--- config.mk ---
export PLATFORM = sky130hd
export DESIGN_NAME = mano_seq_ctrl
export DESIGN_NICKNAME = d
export VERILOG_FILES = /design/src/rtl/mano_pkg.sv /design/src/rtl/mano_seq_ctrl.sv
export SDC_FILE = /design/constraint.sdc
export NUM_CORES = 1
export LEC_CHECK = 0
export BUFFER_PORTS_ARGS = -buffer_cell sky130_fd_sc_hd__clkbuf_2
export CORE_ASPECT_RATIO = 1.1
export CORE_MARGIN = 2
export CORE_UTILIZATION = 52
export DETAILED_ROUTE_END_ITERATION = 10
export PLACE_DENSITY = 0.81
export SLEW_MARGIN = 30
export SYNTH_ARGS = -nofsm -noshare
export SYNTH_HDL_FRONTEND = slang
export SYNTH_SLANG_ARGS = --single-unit
--- constraint.sdc ---
create_clock -name clk -period 2.68 [get_ports clk]
set_input_delay 0.536 -clock clk [delete_from_list [all_inputs] [get_ports clk]]
set_output_delay 0.536 -clock clk [all_outputs]
set_load 0.01 [all_outputs]
--- src/rtl/mano_pkg.sv ---
// rtl/mano_pkg.sv - shared types and constants for the accumulator CPU sequencer
package mano_pkg;

    typedef enum logic [3:0] {
        IDLE     = 4'd0,
        FETCH    = 4'd1,
        DECODE   = 4'd2,
        INDIRECT = 4'd3,
        EXEC0    = 4'd4,
        EXEC1    = 4'd5,
        EXEC2    = 4'd6,
        RREF     = 4'd7,
        HALT     = 4'd8
    } state_t;

    localparam logic [2:0] OP_AND  = 3'd0;
    localparam logic [2:0] OP_ADD  = 3'd1;
    localparam logic [2:0] OP_LDA  = 3'd2;
    localparam logic [2:0] OP_STA  = 3'd3;
    localparam logic [2:0] OP_BUN  = 3'd4;
    localparam logic [2:0] OP_BSA  = 3'd5;
    localparam logic [2:0] OP_ISZ  = 3'd6;
    localparam logic [2:0] OP_RREF = 3'd7;

    localparam int RR_CLA = 11;
    localparam int RR_CLE = 10;
    localparam int RR_CMA = 9;
    localparam int RR_CME = 8;
    localparam int RR_CIR = 7;
    localparam int RR_CIL = 6;
    localparam int RR_INC = 5;
    localparam int RR_SPA = 4;
    localparam int RR_SNA = 3;
    localparam int RR_SZA = 2;
    localparam int RR_SZE = 1;
    localparam int RR_HLT = 0;

    localparam logic [1:0] WSEL_AC = 2'd0;
    localparam logic [1:0] WSEL_DR = 2'd1;
    localparam logic [1:0] WSEL_PC = 2'd2;

endpackage

--- src/rtl/mano_seq_ctrl.sv ---
// rtl/mano_seq_ctrl.sv - multicycle fetch/decode/indirect/execute sequencer
module mano_seq_ctrl
    import mano_pkg::*;
#(
    parameter int                DWIDTH   = 16,
    parameter int                AWIDTH   = 12,
    parameter logic [AWIDTH-1:0] RESET_PC = '0
) (
    input  logic              clk,
    input  logic              reset_n,
    input  logic              i_start,
    output logic              o_mem_req,
    output logic              o_mem_we,
    output logic [AWIDTH-1:0] o_mem_addr,
    output logic [1:0]        o_wsel,
    input  logic              i_mem_ack,
    input  logic [DWIDTH-1:0] i_mem_rdata,
    output logic              o_dr_load,
    output logic              o_dr_inc,
    output logic              o_ac_and,
    output logic              o_ac_add,
    output logic              o_ac_lda,
    output logic              o_rr_valid,
    output logic [11:0]       o_rr_op,
    input  logic              i_ac_zero,
    input  logic              i_ac_neg,
    input  logic              i_e,
    input  logic              i_dr_zero,
    output logic [AWIDTH-1:0] o_pc,
    output logic [DWIDTH-1:0] o_ir,
    output logic              o_busy,
    output logic              o_halted
);

    localparam logic [AWIDTH-1:0] ADDR_ONE = {{(AWIDTH-1){1'b0}}, 1'b1};

    state_t            state;
    state_t            state_nxt;
    logic [AWIDTH-1:0] pc;
    logic [AWIDTH-1:0] ar;
    logic [DWIDTH-1:0] ir;
    logic              ind_bit;
    logic [2:0]        opc;
    logic              mem_done;
    logic              skip;

    assign ind_bit  = ir[DWIDTH-1];
    assign opc      = ir[DWIDTH-2:DWIDTH-4];
    // An ack only counts while a request is outstanding
    assign mem_done = o_mem_req & i_mem_ack;
    assign o_pc     = pc;
    assign o_ir     = ir;
    assign o_rr_op  = ir[11:0];

    // Skip condition uses the flags as they stand before the datapath acts on this RREF
    always_comb begin
        skip = (ir[RR_SPA] & ~i_ac_neg) |
               (ir[RR_SNA] &  i_ac_neg) |
               (ir[RR_SZA] &  i_ac_zero) |
               (ir[RR_SZE] & ~i_e);
    end

    // State register
    always_ff @(posedge clk or negedge reset_n) begin
        if (!reset_n) begin
            state <= IDLE;
        end else begin
            state <= state_nxt;
        end
    end

    // Next-state selection
    always_comb begin
        state_nxt = state;
        case (state)
            IDLE:     if (i_start) state_nxt = FETCH;
            FETCH:    if (mem_done) state_nxt = DECODE;
            DECODE: begin
                if (opc == OP_RREF) begin
                    state_nxt = ind_bit ? FETCH : RREF;
                end else if (ind_bit) begin
                    state_nxt = INDIRECT;
                end else begin
                    state_nxt = EXEC0;
                end
            end
            INDIRECT: if (mem_done) state_nxt = EXEC0;
            EXEC0: begin
                case (opc)
                    OP_AND, OP_ADD, OP_LDA, OP_ISZ: if (mem_done) state_nxt = EXEC1;
                    OP_STA, OP_BSA:                 if (mem_done) state_nxt = FETCH;
                    default:                        state_nxt = FETCH;
                endcase
            end
            EXEC1:    state_nxt = (opc == OP_ISZ) ? EXEC2 : FETCH;
            EXEC2:    if (mem_done) state_nxt = FETCH;
            RREF:     state_nxt = ir[RR_HLT] ? HALT : FETCH;
            HALT:     if (i_start) state_nxt = FETCH;
            default:  state_nxt = IDLE;
        endcase
    end

    // Memory request and micro-op strobes decoded from the current state and IR
    always_comb begin
        o_mem_req  = 1'b0;
        o_mem_we   = 1'b0;
        o_mem_addr = ar;
        o_wsel     = WSEL_AC;
        o_dr_load  = 1'b0;
        o_dr_inc   = 1'b0;
        o_ac_and   = 1'b0;
        o_ac_add   = 1'b0;
        o_ac_lda   = 1'b0;
        o_rr_valid = 1'b0;
        case (state)
            FETCH: begin
                o_mem_req  = 1'b1;
                o_mem_addr = pc;
            end
            INDIRECT: o_mem_req = 1'b1;
            EXEC0: begin
                case (opc)
                    OP_AND, OP_ADD, OP_LDA, OP_ISZ: begin
                        o_mem_req = 1'b1;
                        o_dr_load = i_mem_ack;
                    end
                    OP_STA: begin
                        o_mem_req = 1'b1;
                        o_mem_we  = 1'b1;
                        o_wsel    = WSEL_AC;
                    end
                    OP_BSA: begin
                        o_mem_req = 1'b1;
                        o_mem_we  = 1'b1;
                        o_wsel    = WSEL_PC;
                    end
                    default: ;
                endcase
            end
            EXEC1: begin
                case (opc)
                    OP_AND:  o_ac_and = 1'b1;
                    OP_ADD:  o_ac_add = 1'b1;
                    OP_LDA:  o_ac_lda = 1'b1;
                    OP_ISZ:  o_dr_inc = 1'b1;
                    default: ;
                endcase
            end
            EXEC2: begin
                o_mem_req = 1'b1;
                o_mem_we  = 1'b1;
                o_wsel    = WSEL_DR;
            end
            RREF:    o_rr_valid = 1'b1;
            default: ;
        endcase
    end

    assign o_busy   = (state != IDLE) && (state != HALT);
    assign o_halted = (state == HALT);

    // PC, IR and AR updates at the completion points of each phase
    always_ff @(posedge clk or negedge reset_n) begin
        if (!reset_n) begin
            pc <= RESET_PC;
            ir <= '0;
            ar <= '0;
        end else begin
            case (state)
                FETCH: begin
                    if (mem_done) begin
                        ir <= i_mem_rdata;
                        pc <= pc + ADDR_ONE;
                    end
                end
                DECODE:   ar <= ir[AWIDTH-1:0];
                INDIRECT: if (mem_done) ar <= i_mem_rdata[AWIDTH-1:0];
                EXEC0: begin
                    if (opc == OP_BUN) begin
                        pc <= ar;
                    end else if (opc == OP_BSA && mem_done) begin
                        pc <= ar + ADDR_ONE;
                    end
                end
                EXEC2:    if (mem_done && i_dr_zero) pc <= pc + ADDR_ONE;
                RREF:     if (skip) pc <= pc + ADDR_ONE;
                default: ;
            endcase
        end
    end

endmodule

# [After elaboration in Yosys (flattened, before gate mapping)]
# Index checks and enable logic that the tools add are counted.
[op_classes] addsub=2 n_eq_ne=23 n_mux=38 bitwise_logic=10 reduce_logical=17
[ops] op="12-bit 2-to-1 mux" count=7
[ops] op="12-bit case mux with 4 select lines" count=1
[ops] op="4-bit case mux with 8 select lines" count=1
[ops] op="12-bit by 1-bit adder with 12-bit output, second input constant" count=2
[ops] op="4-bit 2-to-1 mux" count=6
[ops] op="12-bit case mux with 2 select lines" count=1
[ops] op="4-bit by 3-bit == test with 1-bit output, second input constant" count=4
[ops] op="1-bit 2-to-1 mux" count=13
[ops] op="3-bit == test, second input constant" count=4
[ops] op="3-bit 2-to-1 mux" count=4
[ops] op="4-bit by 2-bit == test with 1-bit output, second input constant" count=2
[ops] op="2-bit inequality test, second input constant" count=4
[ops] op="4-bit case mux with 2 select lines" count=1
[ops] op="4-bit nonzero test" count=2
[ops] op="3-bit by 2-bit == test with 1-bit output, second input constant" count=2
[ops] op="3-bit inequality test, second input constant" count=2
[ops] op="6-bit OR reduction" count=1
[ops] op="1-bit AND" count=5
[ops] op="5-bit AND reduction" count=1
[ops] op="4-bit by 1-bit == test with 1-bit output, second input constant" count=1
[ops] op="4-bit == test, second input constant" count=1
[ops] op="4-bit logical NOT" count=1
[ops] op="4-bit inequality test, second input constant" count=1
[ops] op="1-bit case mux with 2 select lines" count=2
[ops] op="other kinds (14)" count=21
[word_totals] regBits=44 in_bits=24

# [Depth between registers and ports, before layout]
# Gate-level depths: netlist of run 1.
[depth] word_depth=9 depth_mapped=8 ltp_nobuf=7

# [Least setup slack after synthesis of run 1]
# Ideal clock, no wire load.
[synth_path] kind="register -> output" from="register state[3]" to="output port o_mem_addr[2]" arrival_time_ns=1.714 t_required_ns=2.144 slack_ns=0.430 path_stages_with_launch=5 path_buffers=2 path_cell_list="dfrtp_1 -> buf_2 -> nor3_1 -> clkbuf_1 -> mux2_2"
[synth_between] elab_chain_cells=2
[synth_rtl] element="from (decl)" line_no="mano_seq_ctrl.sv:37" text="state_t state;"
[synth_rtl] element="from (signal assigned)" line_no="mano_seq_ctrl.sv:68" text="state <= state_nxt;"
[synth_rtl] element="4-bit by 1-bit == test with 1-bit output" line_no="mano_seq_ctrl.sv:115" text="case (state)"
[synth_rtl] element="12-bit 2-to-1 mux" line_no="mano_seq_ctrl.sv:115"
[synth_rtl] element="to (decl)" line_no="mano_seq_ctrl.sv:14" text="output logic [AWIDTH-1:0] o_mem_addr,"
# Every way passes these cells.

# [Final worst setup path of run 1]
[layout_path] from="register state[1]" to="output port o_dr_load"
[layout_between] elab_chain_cells=2
[layout_rtl] element="4-bit by 3-bit == test with 1-bit output" line_no="mano_seq_ctrl.sv:115"
[layout_rtl] element="1-bit 2-to-1 mux" line_no="mano_seq_ctrl.sv:115"
[layout_rtl] element="to (decl)" line_no="mano_seq_ctrl.sv:18" text="output logic o_dr_load,"
# Every way passes these cells.

==> results of run 1 <==
power groups by stage:
stage,logic (W),clock network [W],registers (W)
6_report,0.00235,0.000535,0.00149
5_1_grt,0.00258,0.000562,0.00155
4_1_cts,0.00235,0.000534,0.00147
3_5_place_dp,0.00233,0,0.00149
3_3_place_gp,0.00230,0,0.00147
2_1_floorplan,0.00177,0,0.00137
state kept, by name, indices dropped and copies added, names as in the netlist:
signal	cells
o_ir	16
state	4
o_pc	12
ar	12
stage by stage:
stage	worst slack, ns	power (W)	util (%)	cell area [um^2]
CTS	0.0644	0.00436	63.7	3460
detailed placement	0.305	0.00382	61.6	3340
finish	0.0758	0.00437	63.7	3460
floorplan	0.430	0.00315	-	2960
global placement	0.343	0.00377	61.6	3340
global route	0.0170	0.00469	63.7	3460
cells by family after synthesis:
logic type	after synthesis
simple gates	105
buf+inv	45
xor+xnor	12
compound gates	69
fa+ha+maj	4
mux	41
flops	44
routing by layer:
| metal | vias up | part of all wire (%) |
|---|---|---|
| li1 | 1267 | - |
| met3 | 18 | 5.9 |
| met1 | 1236 | 44 |
| met4 | 0 | 1.9 |
| met2 | 120 | 48 |
| met5 | - | 0 |
placed cells by master (no fill, tap or decap), drive strengths merged, types with 2 or more instances in the layout:
cell type,instances
nor4bb,2
nand3,9
mux2,28
or3,3
ha,4
nand4,7
a21oi,16
nor2,27
dfrtp,44
nor3,9
nor2b,2
inv,13
nor3b,2
a211oi,2
a221oi,2
clkbuf,92
and2,2
xor2,8
nand2,26
xnor2,4
o21ai,25
mux2i,13
a31oi,4
buf,6
o22a,6
and3,8
nand2b,3
o311a,2
what timing repair did:
item,CTS,global route
gates resized for setup,0,1
hold buffers,0,0
setup endpoints to repair,0,12
path summary, 6_finish.rpt:
| path | slack, ns | cells past startpoint | endpoint |
|---|---|---|---|
| min in group clk | 0.47 | 2 | o_ir[14] |
| max in group asynchronous | 1.99 | 2 | state[0] |
| min | 0.30 | 2 | o_pc[9] |
| max reg2reg | 0.33 | 6 | o_pc[0] |
| max | 0.08 | 4 | o_dr_load |
| min reg2reg | 0.52 | 2 | ar[10] |
area by class of cell:
class	instances	area [um^2]	share of cell area [%]
clock buffers	5	68.8	1.99
inverters	12	45.0	1.30
well taps	75	93.8	2.71
flip-flops and latches	44	1100	31.9
repair buffers	93	480	13.9
clock inverters	3	46.3	1.34
multi-input cells	231	1620	46.9
==> impl_metrics.csv, run 1 <==
group,metric,value,unit
status,status,"finished clean",
detailed_routing,drt_iter0_drc,387,
worst_setup_path,start_kind,"register",
place,io_buffers,87,
place,dp.cells,455,
pwr,switching_share,46.1,%
logic_synthesis,synth_compound_area_share,16.3,%
timing,slew_headroom,50.2,%
place,hpwlAfterDp,5.13,mm
floorplan,pin_count,88,
clock_network,cts_sinks,44,
pwr,powerDensity,1260,mW/mm^2
finish,final_nets,415,
logic_synthesis,yosysTopAreaCellShare,37.1,%
grt,grt_usage,22.5,%
finish,fillCellCount,464,
logic_synthesis,muxShareOfSynthArea,15.0,%
place,globalplace.congestion,0.932,
grt,antenna_found_initial,0,
detailed_routing,antenna_left,0,
pwr,ir_worst_vdd,0.683,mV
timing,hold_viol,0,
grt,grtUsageMet1,31.3,%
clock_network,cts.path.max_buffers,2,
pwr,power_frac_comb,53.7,%
worst_setup_path,slowest_delay,0.73,ns
detailed_routing,wl,7.07,mm
logic_synthesis,ys_warn_count,0,
logic_synthesis,ys_top_cells_by_area,"dfrtp_1, mux2_2, mux2i_1, nor2_1, buf_4",
logic_synthesis,syn_nets,348,
logic_synthesis,yosysMostFrequentCell,"dfrtp_1",
logic_synthesis,synthCells,320,
finish,drive_gt1_share,36.3,%
timing,period_share,97.2,%
detailed_routing,via_count,2641,
grt,use_met2,36.2,%
logic_synthesis,synth_edf_count,0,
clock_network,h-tree-depth,2,
detailed_routing,viasPerCell,5.70,
worst_setup_path,crit_type,"register to output port",
floorplan,row_count,28,
worst_setup_path,setup.worst_path.start,"state[1]",
timing,drv_slew,0,
detailed_routing,drt_first_pass_iters,5,
logic_synthesis,synth_seq_cells,44,
pwr,power_leakage,1.57,nW
logic_synthesis,synth.cells.most_frequent,"dfrtp_1, mux2_2, nor2_1",
worst_setup_path,critPathMaxFanout,18,
timing,fmax,384,MHz
logic_synthesis,synth_top_area_cell,"dfrtp_1",
timing,worstMarginPinSlew,0.747,ns
clock_network,cts_tree,"built",
pwr,p_int,0.00236,W
worst_setup_path,r2r_start,"state[1]",
clock_network,clk_latency,0.30,ns
timing,rsz0062_at_grt,"false",
clock_network,root_buffer,"clkbuf_8",
detailed_routing,drc,0,
worst_setup_path,end_kind,"output port",
grt,overflow,0,
logic_synthesis,synth-seq-area-share,37.1,%
logic_synthesis,synth.cell_area,0.00296,mm^2
clock_network,post-cts-setup-buffers,0,
pwr,power_frac_seq,34.1,%
finish,syn_to_final_growth,16.7,%
floorplan,start_util,54.6,%
worst_setup_path,critical_path_arrival,2.07,ns
finish,antennaDiodeCount,0,
worst_setup_path,cp_slowest_cell,"or4b_4",
worst_setup_path,cp_cell_sequence,"or4b_4 -> a211oi_4 -> and2_1 -> clkbuf_2",
clock_network,cts.clk_slew.worst_paths,0.10,ns
min_path,timing.hold.worst.class,"input pin to async pin",
floorplan,core,0.00543,mm^2
grt,grt_max_degree,45,
timing,fin_hold_ws,0.302,ns
grt,grt_pass1_vias,2372,
logic_synthesis,async_flop_share,100,%
worst_setup_path,worstPathRequired,2.14,ns
timing,fin_setup_tns,0,ns
timing,fin_worst_skew,0.0127,ns
logic_synthesis,yosys.area_share.simple,18.1,%
finish,final_cells,463,
grt,grt_pass1_wl,11.8,mm
pwr,power_frac_clock,12.2,%
logic_synthesis,synth_cell_types,55,
logic_synthesis,syn_avg_cell_area,9.26,um^2
logic_synthesis,synth_top_family_by_area,"simple AND/OR/NAND/NOR gates",
logic_synthesis,synth-adder-area-share,1.69,%
detailed_routing,wl_per_cell,15.3,um
timing,finalSetupViolations,0,
worst_setup_path,crit_family,"simple AND/OR/NAND/NOR gates",
pwr,switchingPower,0.00201,W
logic_synthesis,synth-main-ff-cell,"dfrtp_1",
grt,busiest_layer,"met2",
grt,use_met3,3.80,%
logic_synthesis,synth_xor_area_share,3.55,%
worst_setup_path,path_buf_inv,1,
floorplan,die_area,0.00632,mm^2
flow_run,maxCapViolations,0,
floorplan,die_y,83.2,um
clock_network,numCtsBuffers,5,
timing,min_period,2.60,ns
floorplan,die_x,76.0,um
Power figures use the tool's default switching activity.
==> inputs of run 2 (changes only) <==
Settings changed: ABC_AREA set to 1, CORE_UTILIZATION 52 to 53, PLACE_DENSITY 0.81 to 0.82.
==> run 2 against run 1 <==
Against the previous run:
- combinational power barely moved
- highest routed layer unchanged
- clock-buffer cell count grew 1
- sequential power shrank 11%
- largest power group unchanged
- clock power is 18% lower
- design area rose by 6.0%
- first-iteration DRC count fell by 43%
- die area rose by 5.5%
==> impl_metrics.csv, run 2 <==
group,metric,value,unit
logic_synthesis,synth_top_area_cell,"dfrtp_1",
pwr,totalPowerFinal,0.00409,W
logic_synthesis,synth_edf_count,0,
timing,fin_hold_ws,0.151,ns
floorplan,core,0.00581,mm^2
clock_network,cts_sinks,44,
clock_network,post-cts-setup-buffers,0,
timing,setup_ws,0.388,ns
timing,hold_viol,0,
min_path,timing.hold.worst.class,"input pin to async pin",
place,globalplace.congestion,0.961,
clock_network,cts.path.max_buffers,2,
pwr,power_leakage,2.02,nW
clock_network,numCtsBuffers,5,
logic_synthesis,synth-seq-area-share,34.5,%
clock_network,cts_resized,0,
detailed_routing,wl,8.05,mm
grt,overflow,0,
finish,antennaDiodeCount,0,
logic_synthesis,syn_avg_cell_area,6.47,um^2
logic_synthesis,synth.cell_area,0.00320,mm^2
worst_setup_path,critical_path.endpoint,"o_mem_we",
floorplan,row_count,29,
worst_setup_path,r2r_start,"state[0]",
finish,final_common_cell,"nand2_1",
worst_setup_path,end_kind,"output port",
detailed_routing,drt_iter0_drc,222,
detailed_routing,drc,0,
floorplan,start_util,55.0,%
floorplan,die_area,0.00667,mm^2
logic_synthesis,synth.cells.most_frequent,"nand2_1, inv_1, o21ai_0",
worst_setup_path,critPathMaxFanout,18,
timing,slew_headroom,58.3,%
logic_synthesis,synth-main-ff-cell,"dfrtp_1",
worst_setup_path,critical_path_arrival,1.76,ns
clock_network,h-tree-depth,2,
place,dp_slack,0.557,ns
logic_synthesis,ys_top_cells_by_area,"dfrtp_1, nand2_1, o21ai_0, inv_1, nor2_1",
status,status,"finished clean",
worst_setup_path,crit_type,"register to output port",
timing,period_share,85.5,%
finish,fillCellCount,570,
detailed_routing,antenna_left,0,
worst_setup_path,ff2ff_path_depth,9,
grt,grt_pass1_wl,13.8,mm
logic_synthesis,syn_nets,522,
floorplan,die_y,85.4,um
timing,fin_setup_tns,0,ns
finish,layout_common_cells,"nand2_1, clkbuf_2, inv_1, o21ai_0, dfrtp_1",
detailed_routing,via_count,3241,
logic_synthesis,synth_seq_cells,44,
logic_synthesis,yosysTopAreaCellShare,34.5,%
logic_synthesis,async_flop_share,100,%
detailed_routing,viasPerCell,5.06,
finish,final_nets,591,
timing,rsz0062_at_grt,"false",
detailed_routing,drt_first_pass_iters,5,
clock_network,postCtsHoldBufs,0,
grt,grt_max_degree,33,
worst_setup_path,r2r_slack,0.56,ns
finish,drive_gt1_share,22.0,%
clock_network,cts_tree,"built",
pwr,ir_worst_vdd,0.571,mV
timing,fmax,436,MHz
worst_setup_path,worstPathRequired,2.14,ns
place,dpl_cell_area,0.00357,mm^2
finish,design_area,0.00367,mm^2
grt,grt_usage,25.4,%
place,io_buffers,87,
worst_setup_path,r2r-end,"ar[11]",
pwr,powerDensity,1110,mW/mm^2
floorplan,pin_count,88,
logic_synthesis,ys_warn_count,0,
logic_synthesis,synthCells,494,
logic_synthesis,yosysMostFrequentCell,"nand2_1",
detailed_routing,wl_per_cell,12.6,um
worst_setup_path,start_kind,"register",
place,hpwlAfterDp,6.26,mm
logic_synthesis,synth_cell_types,31,
timing,min_period,2.29,ns
finish,largest_register_ffs,16,
clock_network,clk_latency,0.30,ns
timing,fin_worst_skew,0.0112,ns
finish,syn_to_final_growth,14.7,%
timing,drv_slew,0,
grt,antenna_found_initial,0,
worst_setup_path,setup.worst_path.start,"state[2]",
clock_network,cts.clk_slew.worst_paths,0.09,ns
grt,grt_pass1_vias,2967,
timing,finalSetupViolations,0,
clock_network,root_buffer,"clkbuf_8",
flow_run,maxCapViolations,0,
floorplan,die_x,78.0,um
timing,worstMarginPinSlew,0.622,ns
run 2: cell families after synthesis:
logic type	Yosys count	synth area share, %
DFF	44	34.5
AOI/OAI and AO/OA	81	14.2
adders and majority gates	4	1.57
xor gates and xnor gates	3	0.822
buffers and inverters	95	13.5
and+or+nand+nor	267	35.4
run 2: power breakdown:
| group | switching [W] | leakage (nW) | internal [W] | total, W |
|---|---|---|---|---|
| registers | 0.000371 | 0.557 | 0.000945 | 0.00132 |
| logic | 0.00152 | 1.42 | 0.000809 | 0.00233 |
| clock network | 0.000231 | 0.0434 | 0.000209 | 0.000440 |
run 2: layout make-up:
| type | instances | area, um^2 | area share [%] |
|---|---|---|---|
| multi-input cells | 355 | 1660 | 45.4 |
| flip-flops and latches | 44 | 1100 | 30.0 |
| repair buffers | 88 | 443 | 12.1 |
| inverters | 69 | 264 | 7.20 |
| well taps | 77 | 96.3 | 2.63 |
| clock buffers | 6 | 82.6 | 2.25 |
| clock inverters | 2 | 15.0 | 0.410 |
run 2: worst min path at each step:
stage | startpoint | end | slack, ns | cells past startpoint
after global routing | reset_n | o_pc[8] | 0.18 | 1
after floorplan | reset_n | ar[0] | 0.24 | 0
after CTS | reset_n | o_pc[9] | 0.16 | 1
after global placement | reset_n | state[2] | 0.48 | 1
final | reset_n | o_pc[9] | 0.15 | 1
after detailed placement | reset_n | state[2] | 0.49 | 1
run 2: through the flow:
stage / cells / util (%)
final: 641 / 63.1
after global routing: 641 / 63.1
after CTS: 641 / 63.1
after detailed placement: 633 / 61.4
after global placement: 633 / 61.4
after floorplan: 494 / -
run 2: worst max-delay path, stage by stage (launching register included):
cell and delay [ns]:
dfrtp_1 0.44, inv_2 0.11, nor2_4 0.04, nand2_2 0.26
clkinv_4 0.20, a21oi_1 0.23, inv_1 0.06, clkbuf_2 0.12
run 2: layer usage:
metal  track usage [%]  vias to the layer above  share of wire, %
met5                 0                        -                 0
met4              5.42                        0               1.2
met3              4.15                       14               6.9
met2              39.4                      135                45
met1              37.5                     1413                47
li1                  -                     1679                 -
